File: config.mk
export PLATFORM = sky130hd
export DESIGN_NAME = ura_multiport_regfile
export DESIGN_NICKNAME = d
export VERILOG_FILES = /design/src/rtl/ura_multiport_regfile.sv
export SDC_FILE = /design/constraint.sdc
export NUM_CORES = 1
export LEC_CHECK = 0
export CORE_ASPECT_RATIO = 1.4
export CORE_MARGIN = 2
export CORE_UTILIZATION = 55
export DETAILED_ROUTE_END_ITERATION = 10
export GPL_TIMING_DRIVEN = 1
export MAX_ROUTING_LAYER = met4
export PLACE_DENSITY_LB_ADDON = 0.1
export SLEW_MARGIN = 20
export SYNTH_ARGS = -nofsm -noshare
export SYNTH_HDL_FRONTEND = slang
export SYNTH_SLANG_ARGS = --single-unit
File: constraint.sdc
create_clock -name clk -period 4.6 [get_ports clk]
set_clock_uncertainty 0.05 [all_clocks]
set_input_delay 0.92 -clock clk [delete_from_list [all_inputs] [get_ports clk]]
set_output_delay 0.92 -clock clk [all_outputs]
set_load 0.05 [all_outputs]
File: src/rtl/ura_multiport_regfile.sv
// Register array with one byte-enabled write port and NUM_RD read ports.
// Includes an init/clear walker, write-first forwarding and out-of-range address flagging.
module ura_multiport_regfile #(
    parameter int DEPTH = 16,
    parameter int DATA_WIDTH = 32,
    parameter int NUM_RD = 2,
    parameter logic [DATA_WIDTH-1:0] INIT_VAL = '0,
    localparam int AW = $clog2(DEPTH),
    localparam int BE = DATA_WIDTH / 8
) (
    input  logic                         clk,
    input  logic                         rst,
    input  logic                         write_en,
    input  logic [AW-1:0]                write_addr,
    input  logic [DATA_WIDTH-1:0]        write_data,
    input  logic [BE-1:0]                write_be,
    input  logic [NUM_RD-1:0]            read_en,
    input  logic [NUM_RD*AW-1:0]         read_addr,
    input  logic                         clear_req,
    output logic [NUM_RD*DATA_WIDTH-1:0] read_data,
    output logic [NUM_RD-1:0]            read_valid,
    output logic [NUM_RD-1:0]            read_err,
    output logic                         busy
);

    localparam logic [AW:0]   DEPTH_W  = (AW+1)'(DEPTH);
    localparam logic [AW-1:0] PTR_LAST = AW'(DEPTH - 1);

    typedef enum logic [1:0] {S_INIT, S_CLEAR, S_IDLE} state_t;

    state_t                  state;
    logic [AW-1:0]           ptr;
    logic [DATA_WIDTH-1:0]   mem [DEPTH];
    logic [DATA_WIDTH-1:0]   wmask;
    logic                    wr_ok;
    logic [AW-1:0]           rd_addr [NUM_RD];
    logic [DATA_WIDTH-1:0]   rd_word [NUM_RD];
    logic [NUM_RD-1:0]       rd_oob;

    assign busy  = (state != S_IDLE);
    assign wr_ok = !busy && write_en && ({1'b0, write_addr} < DEPTH_W);

    always_comb begin
        wmask = '0;
        for (int b = 0; b < BE; b++) begin
            wmask[8*b +: 8] = {8{write_be[b]}};
        end
    end

    // Read path returns the post-write view of an entry being written this cycle
    always_comb begin
        for (int p = 0; p < NUM_RD; p++) begin
            rd_addr[p] = read_addr[p*AW +: AW];
            rd_oob[p]  = !({1'b0, rd_addr[p]} < DEPTH_W);
            rd_word[p] = '0;
            if (!rd_oob[p]) begin
                rd_word[p] = mem[rd_addr[p]];
                if (wr_ok && (write_addr == rd_addr[p])) begin
                    rd_word[p] = (rd_word[p] & ~wmask) | (write_data & wmask);
                end
            end
        end
    end

    always_ff @(posedge clk) begin
        if (!rst) begin
            if (busy) begin
                mem[ptr] <= INIT_VAL;
            end else if (wr_ok) begin
                mem[write_addr] <= (mem[write_addr] & ~wmask) | (write_data & wmask);
            end
        end
    end

    always_ff @(posedge clk) begin
        if (rst) begin
            state      <= S_INIT;
            ptr        <= '0;
            read_valid <= '0;
            read_err   <= '0;
            read_data  <= '0;
        end else begin
            read_valid <= '0;
            read_err   <= '0;
            case (state)
                S_INIT, S_CLEAR: begin
                    if (ptr == PTR_LAST) begin
                        state <= S_IDLE;
                        ptr   <= '0;
                    end else begin
                        ptr <= ptr + 1'b1;
                    end
                end
                S_IDLE: begin
                    for (int p = 0; p < NUM_RD; p++) begin
                        if (read_en[p]) begin
                            read_valid[p]                          <= 1'b1;
                            read_err[p]                            <= rd_oob[p];
                            read_data[p*DATA_WIDTH +: DATA_WIDTH]  <= rd_word[p];
                        end
                    end
                    if (clear_req) begin
                        state <= S_CLEAR;
                        ptr   <= '0;
                    end
                end
                default: begin
                    state <= S_INIT;
                    ptr   <= '0;
                end
            endcase
        end
    end

endmodule

# == Word-level counts from Yosys, hierarchy flattened ==
# Memory sizes are Yosys's and may differ from the RTL's.
# Cells that the tools add are included.
# totals
ff_bits,72
latch_bits,0
mem_bits_rw,512
rom_bits,0
in_bits,54
out_inout_bits,69
wordCells,55
mem_count,1
# mem_list
memory,words,word_bits,read_ports,rd_clocked_by_memory_dff,wr,line,rtl
mem,16,32,3,0,1,33,logic [DATA_WIDTH-1:0] mem [DEPTH];
# classes
addsub,1
multipliers,0
div,0
n_lt_le_gt_ge,0
n_eq_ne,8
shifts,0
mux,20
bitwise_logic,9
reduce_logical,11
# ops
operator,count
$and A32 B32 Y32,4
$mux W32,3
$or A32 B32 Y32,3
$not A32 Y32,1
$reduce_or A32 Y1,1
$mux W4,3
$mux W1,10
$eq A4 B4 Y1,2
$pmux W4 S2,1
$ne A2 B2 Y1 const B,3
$reduce_and A2 Y1,3
$add A4 B1 Y4 const B,1
$eq A4 B4 Y1 const B,1
$mux W2,2
$pmux W2 S2,1
$reduce_or A2 Y1,2
$logic_and A1 B1 Y1,3
$eq A2 B1 Y1 const B,1
$eq A2 B2 Y1 const B,1
$logic_not A2 Y1,1
$logic_not A1 Y1,1
$not A1 Y1,1

# == Longest topological paths before layout ==
# Gate-level depths: netlist (run 1).
# depth
word_depth,9
ltp_mapped,8
depth_no_buf,5

# == Worst setup path before layout (run 1) ==
# No wires, ideal clock.
# synth_timing
kind,input to register
from,input write_addr[1]
to,"memory mem[2][0], enable pin"
setup_ps,421
arrival_time_ps,3420
t_required_ps,4129
setup_slack_ps,708
cell_stages,6
n_path_buf,3
cell_sequence,buf_2 > buf_1 > clkbuf_1 > nor3b_1 > a31oi_1 > nor2_1
# synth_between
elab_chain_cells,1
# synth_rtl
item,line,rtl
start: declaration,14,"input logic [AW-1:0] write_addr,"
$mux W4 (no source line),--,
end: declaration,33,
# No other way between the ends.

# == Worst setup path in the final report (run 1) ==
# layout_timing
from,register state[1]
to,output busy
# layout_between
elab_chain_cells,1
# layout_rtl
item,line,rtl
start: declaration,31,state_t state;
start signal: assignment,77,state <= S_INIT;
start signal: assignment,88,state <= S_IDLE;
start signal: assignment,103,state <= S_CLEAR;
$ne A2 B2 Y1,40,assign busy = (state != S_IDLE);
end: declaration,23,output logic busy
# No other way between the ends.

==> metrics.csv, run 1 <==
stage,metric,value,unit
synth,dominant combinational cell family by area after synthesis,multiplexers,
clocking,Skew-Pair Late Insertion Delay,610,ps
placement,hpwl dp,62600,µm
synth,"FF+latch count, synth",584,
clocking,Num CTS Buffers,54,
drt,vias post-DR,20096,
synth,top cell type's share of synthesized area,50.1,%
grt,largest net degree at the start of global routing,69,
die,width of the die,204,µm
clocking,CTS Root Cell,clkbuf_16,
die,initial core utilization,55.6,%
placement,Cells after DPL,2571,
synth,main flop type after synthesis,edfxtp_1,
die,Die ar.,0.0578,mm²
synth,Synth area leaders,"edfxtp_1 (50%), mux4_2 (29%), dfxtp_1 (4.7%)",
synth,post-synthesis xor/xnor area fraction,0.257,%
drt,1st-pass router iterations,6,
sta,Final WS setup,1150,ps
sta,Final Cycle Share,75.0,%
sta,RSZ-0062 raised after global routing,false,
synth,Cell variety after synth,53,
critical_path,"critical path fanouts, max",13,
critical_path,Worst Setup Start Kind,register,
finish,fin nets,1954,
grt,vias in the first global route,20759,
synth,complex-gate fraction of the synthesized area,6.16,%
synth,number of synthesized flops with an enable pin,512,
power_and_ir_drop,Static Leak,12.3,nW
synth,Synth Instances,1754,
grt,antenna violations before repair,0,
critical_path,arrival time at the worst endpoint,2480,ps
finish,"commonest non-fill, non-tap cell in the layout",edfxtp_1,
synth,sequential area share after synthesis,54.8,%
clocking,maximum clock path buffer count,3,
drt,Post-Route WL,99900,µm
drt,Routed WL per cell,37.4,µm
synth,Avg Inst Size Synth,17.5,µm²
die,Die H,284,µm
min_path,HP Class,reg2reg,
finish,Layout area overhead,15.7,%
sta,max-slew violations,0,
die,Ports,123,
synth,Post-Syn Area,0.0307,mm²
synth,Adder-Cell Fraction of Synth Area,0.0407,%
sta,Hold Slack,411,ps
sta,Fin Setup TNS,0,ps
finish,highest-count cells in the layout ignoring fill and taps,"edfxtp_1 (512), mux4_2 (393), buf_4 (118)",
synth,simple-gate portion of the synthesized area,3.47,%
power_and_ir_drop,Power Total,12.1,mW
sta,final hold violations,0,
clocking,clock slew at reported path FFs,60,ps
placement,port buffer count,120,
clocking,CTS resizes,0,
drt,Via density,7.52,
grt,first-pass GRT wire length,144000,µm
sta,Highest Clock Rate,290,MHz
finish,antenna diode count,0,
clocking,CTS Sinks,584,
synth,synthesis warning total,0,
drt,antenna violation net count after detailed routing,0,
die,row cnt,102,
placement,global placement routability congestion,0.886,
clocking,maximum level of the CTS H-tree,2,
sta,Rel. slew slack,31.1,%
placement,Place WS,647,ps
finish,layout cell share with drive strength beyond 1,36.4,%
sta,Worst Tran Pin Value,1030,ps
grt,Total GRT Usage,36.3,%
synth,largest area contributor in the synthesized netlist,edfxtp_1,
clocking,"Setup Fix Bufs, Post-CTS",0,
die,CORE AREA,0.0553,mm²
synth,async set-reset flop share out of synthesis,0,%
sta,post-route minimum period,3450,ps
power_and_ir_drop,peak supply drop,0.000348,V
critical_path,WS Path Type,reg2out,
sta,final setup fails,0,
power_and_ir_drop,Pwr per Cell Area,339,mW/mm²
drt,Starting DRT DRC Count,2527,
critical_path,CP required,3630,ps
run,Max-Cap Viols,0,
critical_path,CP Capture Type,output pin,
synth,mux contribution to synthesized area,32.3,%
clocking,cts hold-fix bufs,0,
drt,DR DRC count,0,
clocking,TritonCTS clock tree,built,
outcome,status,finished clean,
finish,Non-Filler Instances,2672,
grt,GRT overflow,0,
-- cell usage after synthesis, types with 8 or more instances --
| cell type | count |
|---|---|
| edfxtp_1 | 512 |
| mux4_2 | 393 |
| nand2_1 | 76 |
| clkbuf_1 | 75 |
| dfxtp_1 | 72 |
| mux2i_1 | 70 |
| o22ai_1 | 63 |
| nor2_1 | 60 |
| buf_2 | 51 |
| inv_1 | 38 |
| a221oi_1 | 34 |
| mux2_2 | 33 |
| o221ai_1 | 33 |
| a22o_1 | 32 |
| buf_1 | 19 |
| nand3_1 | 13 |
| buf_4 | 11 |
| a2111oi_0 | 10 |
| or2_2 | 10 |
| nand3b_1 | 9 |
| nor3_1 | 9 |
| xnor2_1 | 9 |
| and3_1 | 8 |
| nor2b_1 | 8 |
| nor4_1 | 8 |
| o21ai_0 | 8 |
| o221a_2 | 8 |
-- flip-flops by register name, indices dropped and copies added (netlist names) --
name,flops
read_data,64
mem,512
read_valid,2
ptr,4
state,2
-- layout make-up --
cell class / count / area (µm²)
Fill cell: 3875 / 19700
Sequential cell: 584 / 16800
Multi-Input combinational cell: 969 / 13200
Timing Repair Buffer: 251 / 2400
Clock buffer: 61 / 1410
Tap cell: 728 / 911
Clock inverter: 40 / 666
Inverter: 39 / 146
-- through the flow --
stage                     area, µm²  utilization (%)
final                         35500             64.3
after global placement        33400             60.5
after detailed placement      33400             60.5
after global routing          35500             64.3
after CTS                     35500             64.3
after floorplan               30700                -
-- per-layer routing --
| layer | share of wire [%] | vias up | track usage, % |
|---|---|---|---|
| met2 | 50 | 1412 | 57.6 |
| met5 | 0 | - | - |
| met4 | 7.3 | 0 | 21.2 |
| met3 | 9.8 | 385 | 5.79 |
| li1 | - | 7885 | - |
| met1 | 33 | 10414 | 44.3 |
-- worst max-delay path: stages, from the launching register on --
cell and delay (ps):
dfxtp_1 410, nor2b_1 180, buf_4 190, inv_1 230, clkdlybuf4s50_1 860
-- final timing paths --
kind,depth (start not counted),slack (ps),start,to
worst max-delay path,4,1150,state[1],busy
worst min-delay path,2,410,read_data[3],read_data[3]
worst min register to register,2,410,read_data[3],read_data[3]
worst max register to register,6,1360,state[1],read_data[24]
-- cell families (layout without fill, tap and decap cells) --
family,count (synthesis),in the layout
buf+inv,202,391
simple gates,223,223
xor+xnor,9,9
flops,584,584
other cells,1,2
compound gates,238,238
fa+ha+maj,1,1
mux,496,496
-- where the power goes --
| group | internal, mW | leakage [nW] | total, mW | switching (mW) |
|---|---|---|---|---|
| clock network | 3.21 | 0.989 | 5.25 | 2.04 |
| logic | 0.448 | 5.21 | 1.03 | 0.585 |
| registers | 5.74 | 6.11 | 5.78 | 0.0362 |
Power figures use the tool's default switching activity.
==> run 2, diff against run 1 <==
==> constraint.sdc (replaced) <==
create_clock -name clk -period 3.1 [get_ports clk]
set_clock_uncertainty 0.05 [all_clocks]
set_input_delay 0.62 -clock clk [delete_from_list [all_inputs] [get_ports clk]]
set_output_delay 0.62 -clock clk [all_outputs]
set_load 0.05 [all_outputs]
==> run 2 against run 1 <==
Against the previous run: sequential cell count did not move; critical path type is now reg2reg; die area did not move; critical path depth rose by 2; global-route usage rose by 0.26 points; count of clock-buffer cells in the layout rose by 7; critical endpoint is now read_data[15].
==> metrics.csv, run 2 (synthesis gave the netlist of run 1 again) <==
stage,metric,value,unit
placement,global placement routability congestion,0.947,
sta,max-slew violations,0,
critical_path,r2r startpoint,state[1],
grt,GRT overflow,0,
finish,Largest regs,"mem (512), read_data (64), ptr (4)",
finish,Layout area overhead,19.7,%
clocking,CTS Root Cell,clkbuf_16,
critical_path,CP required,3580,ps
sta,final hold violations,0,
placement,Place WS,-345,ps
critical_path,Critical path origin,state[1],
grt,antenna violations before repair,1,
clocking,TritonCTS clock tree,built,
run,Max-Cap Viols,0,
critical_path,arrival time at the worst endpoint,3170,ps
critical_path,reg2reg end,read_data[15],
finish,Multi-input gate area,0.0132,mm²
drt,Via density,7.43,
finish,Biggest register,mem,
clocking,maximum clock path buffer count,3,
power_and_ir_drop,Static Leak,12.8,nW
finish,layout cell share with drive strength beyond 1,39.3,%
placement,port buffer count,120,
clocking,Skew-Pair Late Insertion Delay,640,ps
finish,Layout fillers,3688,
drt,Routed WL per cell,36.7,µm
sta,Worst Tran Pin Value,1240,ps
clocking,CTS resizes,0,
die,width of the die,204,µm
sta,Highest Clock Rate,372,MHz
sta,final setup fails,0,
finish,fin nets,2017,
grt,Total GRT Usage,36.5,%
die,Die H,284,µm
die,row cnt,102,
drt,Starting DRT DRC Count,2381,
die,Ports,123,
clocking,CTS Sinks,584,
drt,1st-pass router iterations,5,
drt,DR DRC count,0,
grt,vias in the first global route,21072,
placement,hpwl dp,65600,µm
drt,vias post-DR,20351,
sta,post-route minimum period,2690,ps
grt,first-pass GRT wire length,145000,µm
die,Die ar.,0.0578,mm²
finish,number of flip-flops in the largest register,512,
die,initial core utilization,55.6,%
clocking,cts hold-fix bufs,0,
critical_path,WS Path Type,reg2reg,
power_and_ir_drop,Pwr per Cell Area,495,mW/mm²
finish,Non-Filler Instances,2740,
critical_path,Critical Path End,read_data[15],
sta,RSZ-0062 raised after global routing,false,
sta,Final WS setup,410,ps
critical_path,"critical path fanouts, max",9,
power_and_ir_drop,peak supply drop,0.000472,V
critical_path,Worst R2R Setup Slack,410,ps
critical_path,Worst Setup Start Kind,register,
drt,Post-Route WL,101000,µm
finish,register area,0.0168,mm²
die,CORE AREA,0.0553,mm²
sta,Final Cycle Share,86.8,%
grt,largest net degree at the start of global routing,65,
critical_path,R2R cell count,6,
finish,"commonest non-fill, non-tap cell in the layout",edfxtp_1,
clocking,"Setup Fix Bufs, Post-CTS",0,
outcome,status,finished clean,
clocking,clock slew at reported path FFs,70,ps
clocking,maximum level of the CTS H-tree,2,
placement,Cells after DPL,2630,
finish,highest-count cells in the layout ignoring fill and taps,"edfxtp_1 (512), mux4_2 (393), buf_4 (126)",
critical_path,CP Capture Type,register,
drt,antenna violation net count after detailed routing,0,
min_path,HP Class,reg2reg,
sta,Hold Slack,410,ps
clocking,Num CTS Buffers,57,
sta,Rel. slew slack,17.2,%
[run 2: routing by layer]
layer,part of all wire [%],wire length [µm],vias to the layer above,global-route usage (%)
met3,10,10300,341,6.92
met1,33,33500,10532,43.8
met4,6.3,6360,0,19.4
met2,50,50500,1451,58.9
met5,0,0,-,-
li1,-,-,8027,-
[run 2: worst min path at each step]
stage,start,end,slack [ps],cells after the start
after global placement,read_data[1],read_data[1],390,2
after CTS,read_data[30],read_data[30],410,2
after floorplan,state[0],state[0],470,2
final,read_data[25],read_data[25],410,2
after detailed placement,read_data[20],read_data[20],400,2
after global routing,read_data[25],read_data[25],440,2
[run 2: worst max-delay path, cell delays in order, from the launching register on]
cell	delay (ps)
dfxtp_1	560
nor2b_1	220
inv_1	200
nor3b_2	910
o21ai_1	160
buf_4	260
o221ai_1	220
[run 2: final cells by class]
| class | instances | area share [%] |
|---|---|---|
| inverters | 39 | 0.398 |
| multi-input cells | 969 | 36.0 |
| well taps | 728 | 2.48 |
| flip-flops and latches | 584 | 45.8 |
| repair buffers | 311 | 9.52 |
| clock inverters | 40 | 1.67 |
| clock buffers | 68 | 4.16 |
| diodes | 1 | 0.00681 |
[run 2: stage by stage]
stage	util, %	setup TNS (ps)	cell area, µm²	power (mW)
3_5_place_dp	62.5	-58990	34500	10.4
3_3_place_gp	62.5	-24910	34500	10.4
2_1_floorplan	-	-99500	30700	9.72
6_report	66.5	0	36800	18.2
4_1_cts	66.3	0	36700	18.2
5_1_grt	66.5	0	36800	18.6
[run 2: report_power, final]
part / switching (mW) / internal (mW)
Combinational: 0.901 / 0.768
Sequential: 0.0550 / 8.52
Clock: 3.16 / 4.79
Total: 4.12 / 14.1
==> run 3, diff against run 2 <==
--- a/config.mk
+++ b/config.mk
@@ -5,6 +5,7 @@
 export SDC_FILE = /design/constraint.sdc
 export NUM_CORES = 1
 export LEC_CHECK = 0
+export CAP_MARGIN = 25
 export CORE_ASPECT_RATIO = 1.4
 export CORE_MARGIN = 2
 export CORE_UTILIZATION = 55
==> run 3 against run 2 <==
Against the previous run: sequential cell count unchanged; routed wire length barely moved; die area unchanged; final cell count is 0.40% higher; largest cell class unchanged.
==> metrics.csv, run 3 (synthesis gave the netlist of run 1 again) <==
stage,metric,value,unit
outcome,status,finished clean,
run,Max-Cap Viols,0,
drt,antenna violation net count after detailed routing,0,
finish,Largest regs,"mem (512), read_data (64), ptr (4)",
grt,largest net degree at the start of global routing,65,
placement,global placement routability congestion,0.947,
placement,Place WS,-289,ps
finish,Biggest register,mem,
finish,fin nets,2029,
grt,Total GRT Usage,36.6,%
drt,1st-pass router iterations,6,
grt,M3 GR Usage,6.07,%
grt,GRT overflow,0,
critical_path,worst path cell trace,clkdlybuf4s50_1,
drt,DR DRC count,0,
clocking,clock slew at reported path FFs,70,ps
critical_path,crit-path max cell delay,860,ps
sta,final hold violations,0,
power_and_ir_drop,Reg power frac,48.1,%
sta,max-slew violations,0,
critical_path,CP bufs+invs,1,
die,initial core utilization,55.6,%
critical_path,arrival time at the worst endpoint,1960,ps
power_and_ir_drop,Net Sw Frac,23.2,%
drt,Via density,7.47,
sta,final setup fails,0,
clocking,CTS Root Cell,clkbuf_16,
sta,Highest Clock Rate,380,MHz
critical_path,CP required,2430,ps
drt,Routed WL per cell,36.6,µm
sta,Worst Tran Pin Value,1020,ps
finish,layout cell share with drive strength beyond 1,39.4,%
critical_path,r2r startpoint,state[1],
sta,Final Cycle Share,84.9,%
power_and_ir_drop,Static Leak,12.8,nW
sta,post-route minimum period,2630,ps
finish,highest-count cells in the layout ignoring fill and taps,"edfxtp_1 (512), mux4_2 (393), buf_4 (130)",
power_and_ir_drop,clock network fraction of design power,42.6,%
sta,Rel. slew slack,31.7,%
finish,"commonest non-fill, non-tap cell in the layout",edfxtp_1,
die,Die ar.,0.0578,mm²
placement,placed instance area,0.0345,mm²
critical_path,Worst Setup Start Kind,register,
clocking,cts hold-fix bufs,0,
die,Ports,123,
grt,first-pass GRT wire length,145000,µm
critical_path,"Largest delay share family, worst path",buffers and inverters,
grt,antenna violations before repair,0,
critical_path,WS Path Type,reg2out,
grt,met2 GRT Util,58.8,%
grt,busiest grt layer,met2,
grt,global routing met1 resource utilization,44.9,%
clocking,maximum clock path buffer count,3,
power_and_ir_drop,P_sw,4.14,mW
power_and_ir_drop,Pwr per Cell Area,485,mW/mm²
placement,hpwl dp,65700,µm
clocking,CTS resizes,0,
clocking,CTS Sinks,584,
sta,Final WS setup,467,ps
finish,number of flip-flops in the largest register,512,
grt,vias in the first global route,21081,
clocking,maximum level of the CTS H-tree,2,
clocking,Num CTS Buffers,57,
drt,Post-Route WL,101000,µm
min_path,HP Class,reg2reg,
clocking,"Setup Fix Bufs, Post-CTS",0,
power_and_ir_drop,Power Total,17.8,mW
critical_path,"Max stage delay cell, worst path",clkdlybuf4s50_1,
finish,Layout area overhead,19.6,%
die,CORE AREA,0.0553,mm²
drt,Starting DRT DRC Count,2554,
finish,Layout fillers,3686,
finish,cell area after layout,0.0367,mm²
die,Die H,284,µm
power_and_ir_drop,Comb pwr share,9.4,%
critical_path,CP Capture Type,output pin,
die,row cnt,102,
power_and_ir_drop,peak supply drop,0.000482,V
power_and_ir_drop,Pint,13.7,mW
critical_path,"critical path fanouts, max",2,
clocking,Skew-Pair Late Insertion Delay,630,ps
sta,RSZ-0062 raised after global routing,false,
min_path,min-delay src,read_data[25],
drt,vias post-DR,20543,
die,width of the die,204,µm
placement,port buffer count,120,
clocking,TritonCTS clock tree,built,
finish,antenna diode count,0,
critical_path,Critical path origin,read_data[39],
run 3: cell types whose count changed in the layout (fill, tap and decap cells not counted), sizes merged:
cell / previous run / this run
diode: 1 / 0
buf: 199 / 204
clkbuf: 72 / 78
clkinv: 18 / 19
clkinvlp: 5 / 7
inv: 41 / 44
bufinv: 15 / 10
run 3: metrics by stage:
stage | util (%) | hold slack (ps) | cells | TNS [ps]
floorplan | - | 473 | 1755 | -99500
global placement | 62.5 | 392 | 2630 | -24910
detailed placement | 62.5 | 398 | 2632 | -51940
CTS | 66.2 | 415 | 2740 | 0
global route | 66.5 | 436 | 2751 | 0
finish | 66.5 | 413 | 2751 | 0
run 3: area by class of cell:
type                    instances  area, µm²  area share, %
flip-flops and latches        584      16800           45.8
multi-input cells             969      13200           36.0
repair buffers                323       3600           9.79
clock buffers                  67       1540           4.18
well taps                     728        911           2.48
clock inverters                41        507           1.38
inverters                      39        146          0.399
run 3: power groups by stage:
stage | Sequential (mW) | Combinational [mW] | Clock, mW
floorplan | 8.72 | 0.995 | 0
global placement | 8.73 | 1.64 | 0
detailed placement | 8.74 | 1.65 | 0
CTS | 8.57 | 1.66 | 7.63
global route | 8.57 | 1.73 | 7.94
finish | 8.57 | 1.67 | 7.59
run 3: worst register-to-register path, delay by kind of cell (launching register included):
| family | cells | cell delay (ps) |
|---|---|---|
| and+or+nand+nor | 3 | 1280 |
| DFF | 1 | 550 |
| buffers and inverters | 2 | 460 |
| AOI/OAI and AO/OA | 1 | 210 |
run 3: per-layer routing:
| layer | up-vias | part of all wire [%] |
|---|---|---|
| met5 | - | 0 |
| met4 | 0 | 6.1 |
| met3 | 322 | 9.4 |
| met2 | 1450 | 50 |
| met1 | 10735 | 34 |
| li1 | 8036 | - |
run 3: final timing paths:
kind	to	slack, ps	depth (start not counted)
max	read_data[39]	470	1
min	read_data[25]	410	2
max reg2reg	read_data[24]	480	6
min reg2reg	read_data[25]	410	2
